[config.mk]
export PLATFORM = sky130hd
export DESIGN_NAME = fft_frame_loader
export DESIGN_NICKNAME = d
export VERILOG_FILES = /design/src/rtl/fft_pkg.sv /design/src/rtl/fft_frame_loader.sv
export SDC_FILE = /design/constraint.sdc
export NUM_CORES = 2
export LEC_CHECK = 0
export ABC_AREA = 1
export BUFFER_PORTS_ARGS = -buffer_cell sky130_fd_sc_hd__buf_2
export CAP_MARGIN = 10
export CORE_MARGIN = 5
export CORE_UTILIZATION = 53
export CTS_BUF_LIST = sky130_fd_sc_hd__clkbuf_2
export DETAILED_ROUTE_END_ITERATION = 7
export PLACE_DENSITY = 0.8
export SYNTH_ARGS = -nofsm -noshare
export SYNTH_HDL_FRONTEND = slang
export SYNTH_SLANG_ARGS = --single-unit
[constraint.sdc]
create_clock -name clk -period 2.1 [get_ports clk]
set_input_delay 0.525 -clock clk [delete_from_list [all_inputs] [get_ports clk]]
set_output_delay 0.525 -clock clk [all_outputs]
set_load 0.005 [all_outputs]
[src/rtl/fft_pkg.sv]
// Shared definitions for the 8-point FFT datapath: frame geometry,
// complex word layout and the integer-to-Q16.16 conversion.
package fft_pkg;

   localparam int FFT_N      = 8;
   localparam int FFT_WORD_W = 64;
   localparam int FFT_Q_FRAC = 16;

   typedef struct packed {
      logic [31:0] re;
      logic [31:0] im;
   } cplx_t;

   typedef enum logic {
      ST_FILL = 1'b0,
      ST_FULL = 1'b1
   } ld_state_e;

   // Caller sign-extends the sample to 32 bits; the shift places it in the integer field.
   function automatic cplx_t to_q(input logic signed [31:0] s, input int frac);
      cplx_t c;
      c.re = s <<< frac;
      c.im = '0;
      return c;
   endfunction

endpackage

[src/rtl/fft_frame_loader.sv]
// Serial-to-parallel frame loader for the FFT stage: converts real samples to
// complex Q words and double-buffers 8-sample frames behind a valid/ready pair.
module fft_frame_loader
   import fft_pkg::*;
#(
   parameter int SAMPLE_W = 16,
   parameter int FRAC_W   = FFT_Q_FRAC
) (
   input  logic                       clk,
   input  logic                       rst,
   input  logic                       in_valid,
   input  logic signed [SAMPLE_W-1:0] in_data,
   input  logic                       in_sof,
   output logic                       in_ready,
   output logic [FFT_WORD_W-1:0]      f0,
   output logic [FFT_WORD_W-1:0]      f1,
   output logic [FFT_WORD_W-1:0]      f2,
   output logic [FFT_WORD_W-1:0]      f3,
   output logic [FFT_WORD_W-1:0]      f4,
   output logic [FFT_WORD_W-1:0]      f5,
   output logic [FFT_WORD_W-1:0]      f6,
   output logic [FFT_WORD_W-1:0]      f7,
   output logic                       out_valid,
   input  logic                       out_ready,
   output logic [7:0]                 frame_cnt,
   output logic                       sof_err
);

   ld_state_e   state_q, state_d;
   cplx_t       buf_q [FFT_N];
   cplx_t       buf_d [FFT_N];
   cplx_t       f_q   [FFT_N];
   cplx_t       f_d   [FFT_N];
   logic [2:0]  idx_q, idx_d, wr_idx;
   logic        ov_q, ov_d;
   logic [7:0]  cnt_q, cnt_d;
   logic        sof_err_q, sof_err_d;
   logic signed [31:0] samp_ext;
   cplx_t       word;
   logic        accept, consume;

   assign samp_ext = 32'(in_data);
   assign word     = to_q(samp_ext, FRAC_W);

   // State decode only: out_ready never reaches in_ready combinationally.
   assign in_ready = rst && (state_q == ST_FILL);
   assign accept   = in_valid && in_ready;
   assign consume  = ov_q && out_ready;
   assign wr_idx   = in_sof ? 3'd0 : idx_q;

   always_comb begin
      state_d   = state_q;
      buf_d     = buf_q;
      f_d       = f_q;
      idx_d     = idx_q;
      ov_d      = ov_q;
      cnt_d     = cnt_q;
      sof_err_d = 1'b0;
      if (accept) begin
         buf_d[wr_idx] = word;
         idx_d         = wr_idx + 3'd1;
         sof_err_d     = in_sof && (idx_q != 3'd0);
      end
      if (state_q == ST_FILL && accept && wr_idx == 3'(FFT_N - 1)) begin
         // Slot free or draining this edge: the completed frame bypasses FULL.
         if (!ov_q || out_ready) begin
            f_d   = buf_d;
            ov_d  = 1'b1;
            cnt_d = cnt_q + 8'd1;
         end else begin
            state_d = ST_FULL;
         end
      end else if (state_q == ST_FULL && consume) begin
         f_d     = buf_q;
         ov_d    = 1'b1;
         cnt_d   = cnt_q + 8'd1;
         state_d = ST_FILL;
      end else if (consume) begin
         ov_d = 1'b0;
      end
   end

   always_ff @(posedge clk) begin
      if (!rst) begin
         state_q   <= ST_FILL;
         idx_q     <= '0;
         ov_q      <= 1'b0;
         cnt_q     <= '0;
         sof_err_q <= 1'b0;
         for (int i = 0; i < FFT_N; i++) begin
            buf_q[i] <= '0;
            f_q[i]   <= '0;
         end
      end else begin
         state_q   <= state_d;
         idx_q     <= idx_d;
         ov_q      <= ov_d;
         cnt_q     <= cnt_d;
         sof_err_q <= sof_err_d;
         for (int i = 0; i < FFT_N; i++) begin
            buf_q[i] <= buf_d[i];
            f_q[i]   <= f_d[i];
         end
      end
   end

   assign f0        = f_q[0];
   assign f1        = f_q[1];
   assign f2        = f_q[2];
   assign f3        = f_q[3];
   assign f4        = f_q[4];
   assign f5        = f_q[5];
   assign f6        = f_q[6];
   assign f7        = f_q[7];
   assign out_valid = ov_q;
   assign frame_cnt = cnt_q;
   assign sof_err   = sof_err_q;

endmodule

Word-level counts from Yosys, hierarchy flattened
Index checks and enable logic that the tools add are counted.
- word-level logic and storage cells: 81
- output and inout bits: 523
- register bits after elaboration: 1038
- equal/unequal tests: 3
- bitwise operators: 2
- mux-type cells: 18
- reductions and logical operators: 17
- magnitude comparators: 2
- add/sub/neg operators: 2
- operators with widths (cell ; count):
    512-bit two-way mux ; 4
    512-bit bitwise mux ; 1
    64-bit demux with 3-bit select ; 1
    64-bit two-way mux ; 1
    8-bit two-way mux ; 3
    8-bit by 1-bit adder with 8-bit output (second input constant) ; 1
    1-bit logical AND ; 8
    2-bit AND reduction ; 4
    1-bit two-way mux ; 7
    3-bit nonzero test ; 2
    4-bit greater-or-equal comparator (second input constant) ; 1
    4-bit by 1-bit < comparator with 1-bit output (second input constant) ; 1
    3-bit NOT with 4-bit output ; 1
    3-bit by 1-bit adder with 3-bit output (second input constant) ; 1
    3-bit equality test (second input constant) ; 1
    3-bit two-way mux ; 1
    2-bit by 1-bit inequality test with 1-bit output (second input constant) ; 1
    2-bit inequality test (second input constant) ; 1
    2-bit nonzero test ; 1
    1-bit logical NOT ; 1
    1-bit logical OR ; 1
    1-bit NOT ; 1

Logic depth before layout (Yosys ltp)
- word-level depth: 10
- gate-level depth with buffers: 15

Least setup slack after synthesis
OpenSTA, ideal clock, no wires.
- kind: input -> register
- start point: input port in_sof
- end point: register f_q, in the netlist f1[48]
- path slack: -96 ps
- setup time: 58 ps
- cell stages on the path: 13
- buffers on the path: 3
- data arrival time: 2138 ps
- data required time: 2042 ps
- cell sequence: inv_2 > nand2_1 > nor2_1 > ha_1 > buf_2 > nand4_2 > nand2_1 > nand3_2 > inv_2 > buf_2 > buf_2 > nand3_1 > nand2_1
- cells in the longest elaborated chain, start to end: 10
- elaborated cells on any way between the ends: 16
- RTL lines (item ; line ; source):
    start, declared ; fft_frame_loader.sv:13 ; input logic in_sof,
    3-bit two-way mux (*) ; fft_frame_loader.sv:49 ; assign wr_idx = in_sof ? 3'd0 : idx_q;
    3-bit NOT with 4-bit output (implied by the code) ; fft_frame_loader.sv:60 ; buf_d[wr_idx] = word;
    4-bit greater-or-equal comparator (implied by the code) / 4-bit by 1-bit < comparator with 1-bit output (equally long branches) ; fft_frame_loader.sv:60 ;
    1-bit logical AND (implied by the code) ; fft_frame_loader.sv:60 ;
    64-bit two-way mux (implied by the code) ; fft_frame_loader.sv:60 ;
    64-bit demux with 3-bit select ; fft_frame_loader.sv:60 ;
    512-bit bitwise mux ; fft_frame_loader.sv:60 ;
    512-bit two-way mux ; fft_frame_loader.sv:59 ; if (accept) begin
    512-bit two-way mux ; fft_frame_loader.sv:66 ; if (!ov_q || out_ready) begin
    512-bit two-way mux ; fft_frame_loader.sv:64 ; if (state_q == ST_FILL && accept && wr_idx == 3'(FFT_N - 1)) begin
    end signal, assigned by index ; fft_frame_loader.sv:102 ; f_q[i] <= f_d[i];
    end, declared ; fft_frame_loader.sv:32 ; cplx_t f_q [FFT_N];
Mark *: on every way between the ends. The rest lies on a longest branch, timed or not. The select of a mux whose other input is x is not followed.
A chain may end at the register's enable or synchronous reset.

Worst setup path after layout
- start point: register state_q
- end point: output port in_ready
- cells in the longest elaborated chain, start to end: 2
- RTL lines (item ; line ; source):
    start, declared ; fft_frame_loader.sv:29 ; ld_state_e state_q, state_d;
    start signal, assigned ; fft_frame_loader.sv:95 ; state_q <= state_d;
    1-bit NOT ; fft_frame_loader.sv:46 ; assign in_ready = rst && (state_q == ST_FILL);
    1-bit logical AND ; fft_frame_loader.sv:46 ;
    end, declared ; fft_frame_loader.sv:14 ; output logic in_ready,
No other way between the ends.

==> results.md <==
- Worst-margin pin slew: 0.808 ns
- Hold Path Sink: buf_q[509]$_SDFF_PN0_
- Multi-input gate area: 12500 um^2
- Clock Pin Slew Worst Setup and Hold Paths: 0.11 ns
- Final setup vio count: 523
- Crit end category: output pin
- CP Class: reg2out
- Post-synth EDFFs: 0
- Storage element area: 21500 um^2
- PortBufs: 543
- Total length of routed wires: 106000 um
- Core Footprint: 66900 um^2
- DR WL/cell: 16.8 um
- Hold depth: 4
- Worst flop-to-flop path startpoint: state_q$_SDFFE_PN0P_
- Nets: 5280
- Worst hold margin: 0.172 ns
- Starting density of the core: 0.532
- Kind of cell adding the most delay to the critical path: flip-flops
- PwrDens: 737 nW/um^2
- Clock sinks: 1038
- DR vias/cell: 5.20
- Status: finished, violations left
- Post-synth cell types: 30
- Die Span Y: 269 um
- DRT Pass-1 Iters: 6
- Max-capacitance violation count: 0
- Clock buffer depth: 3
- Most used cell, CP: inv_2
- Layout area overhead: 28.5%
- Cell taking the most area after synthesis: dfxtp_1
- Drt drc: 0
- Worst path cell trace: inv_2 > nand2_2 > inv_2 > buf_6
- Peak VDD IR: 0.511 mV
- Critical Path RT: 1.57 ns
- Post-layout min period: 2.58 ns
- Critical path's slowest cell: dfxtp_2
- DIE WIDTH: 269 um
- Worst hold path type: in2reg
- Largest cells by area after synthesis: dfxtp_1, nand2_1, nor2_1
- Dpl hpwl: 63600 um
- Max Slew Vio Count: 0
- WP data arrival: 2.05 ns
- Syn_area_per_cell: 7.88 um^2
- Iter 0 DRT Violations: 3264
- Root buffer cell: clkbuf_2
- Async S/R FF share, synth: 0
- Critical-path maximum fanout: 3
- Largest net degree at the start of global routing: 124
- Crit path depth: 4
- Filler cell count: 4905
- Clock skew: 0.111 ns
- Total track usage: 0.270
- GP Congestion: 0.855
- H-tree depth: 4
- R2r endpoint: f4[51]$_SDFFE_PN0P_
- FP Rows: 95
- Clock Latency Late Sink: 1.45 ns
- Mapped Nets: 4543
- Min-delay src: in_data[13]
- Sequential area share after synthesis: 0.583
- Io pins: 544
- R2R cell count: 12
- GR Overflow Total: 0
- Vias in the first global route: 30700
- Die ar.: 72500 um^2
- TritonCTS Buffers: 236
- Relative max-transition margin: 0.461
- Achievable Freq: 388 MHz
- First-pass GRT wire length: 161000 um
- Syn Inst Count: 4520
- Synth top cells by count: nand2_1, dfxtp_1, nor2_1, o21ai_0, nand3_1
- CTS tree: done
- CP Launch Type: register
- Worst stage delay on the critical path: 0.35 ns
- CP bufs+invs: 3
- Most instantiated library cell after synthesis: nand2_1
- Final hold vios: 0
- Most used DFF post-synth: dfxtp_1
- Fin util: 0.684
- Post-route ant nets: 0
- Yosys reg bits: 1038
- Via Count: 32800
- Synth Cell Area: 35600 um^2
- Tcrit/Tclk final: 1.23
- Yosys top cell area share: 0.583
- Share of cells above drive strength 1: 0.328
- Failing checks: setup timing
- Initial antenna violation count: 1
- Pleak: 22.0 nW
- FF-to-FF setup slack: 0.08 ns
- Synth warn: 0
- RSZ-0062 raised after global routing: yes
- Final setup margin: -0.478 ns
## cells by family (layout without fill, tap and decap cells)
family | count (synthesis) | after routing | synth area share
other | 0 | 1 | 0
AOI/OAI and AO/OA | 467 | 467 | 0.0669
buffers and inverters | 575 | 1493 | 0.0664
DFF | 1038 | 1038 | 0.583
adders and majority gates | 2 | 2 | 0.000703
xor gates and xnor gates | 3 | 3 | 0.000738
muxes | 1 | 1 | 0.000281
and+or+nand+nor | 2434 | 2434 | 0.282
## placed cells by master (no fill, tap or decap), types with 3 or more instances in the layout
master	count
dfxtp_1	515
nor2_4	5
o21ai_1	47
inv_1	252
or2_2	82
clkinv_2	3
inv_2	7
a211oi_1	16
bufinv_16	3
o21ai_0	327
nand4_1	109
nand2_1	1421
inv_12	4
dfxtp_4	16
nor2_1	533
a21oi_1	76
nand3_1	268
clkbuf_2	359
nand2_2	6
buf_6	306
clkinv_8	4
dlygate4sd3_1	45
nand3_2	3
dfxtp_2	507
clkinv_1	43
buf_2	236
buf_12	54
buf_4	170
## layout make-up
cell class              count  area share
flip-flops and latches   1038       0.469
multi-input cells        2907       0.274
repair buffers            812       0.163
clock buffers             359      0.0392
well taps                 873      0.0239
inverters                 262      0.0216
clock inverters            60     0.00935
diodes                      1   0.0000547
## power breakdown
part           total, mW  switching, mW  internal [mW]  leakage, nW
sequential          19.7         0.0126           19.7         8.64
combinational       1.03          0.753          0.282         11.7
clock               13.0           7.97           5.06         1.68
## state kept, by name (all words and copies together) (netlist names)
| register | count |
|---|---|
| buf_q | 512 |
| f0 | 64 |
| f1 | 64 |
| f2 | 64 |
| f3 | 64 |
| f4 | 64 |
| f5 | 64 |
| f6 | 64 |
| f7 | 64 |
| frame_cnt | 8 |
| idx_q | 3 |
| out_valid | 1 |
| sof_err | 1 |
| state_q | 1 |
## worst reg2reg max path, stage by stage (launching register included)
cell	delay [ns]
dfxtp_2	0.36
inv_2	0.04
buf_4	0.12
buf_4	0.15
nand3_4	0.11
nor2_8	0.06
nand2_1	0.10
nand2_4	0.08
nor2_4	0.13
buf_4	0.28
buf_4	0.26
nand2_1	0.12
nand2_1	0.11
## routing by layer
layer / global-route usage / routed length, um / part of all wire
met5: 0 / 0 / 0
met4: 0.159 / 6090 / 0.057
met3: 0.0700 / 8540 / 0.080
met2: 0.437 / 50200 / 0.47
met1: 0.327 / 41400 / 0.39
## repair_timing
action | CTS | global route
pin swaps | 0 | 2
buffers inserted | 47 | 34
hold buffers | 47 | 1
gates resized for setup | 749 | 135
hold endpoints to repair | 1038 | 226
setup endpoints to repair | 523 | 1551
## worst max-delay path by stage
stage / start / slack, ns / to
4_1_cts: state_q$_SDFFE_PN0P_ / -0.61 / in_ready
6_report: state_q$_SDFFE_PN0P_ / -0.48 / in_ready
3_3_place_gp: in_sof / -0.17 / f7[12]$_SDFFE_PN0P_
5_1_grt: state_q$_SDFFE_PN0P_ / -0.63 / in_ready
2_1_floorplan: rst / 0.006 / in_ready
3_5_place_dp: in_sof / -0.26 / f1[43]$_SDFFE_PN0P_
## per-stage QoR
step	worst slack, ns	instance area (um^2)	TNS (ns)	instances	total power [mW]
after floorplan	0.00600	35700	0	4520	20.7
final	-0.478	45800	-146.28	6312	33.8
after global routing	-0.632	45800	-230.43	6312	35.2
after detailed placement	-0.257	39800	-83.99	5765	21.1
after CTS	-0.610	44800	-502.39	6278	33.9
after global placement	-0.174	39800	-56.26	5765	21.1
Note: power is estimated with default switching activity, not from simulation.
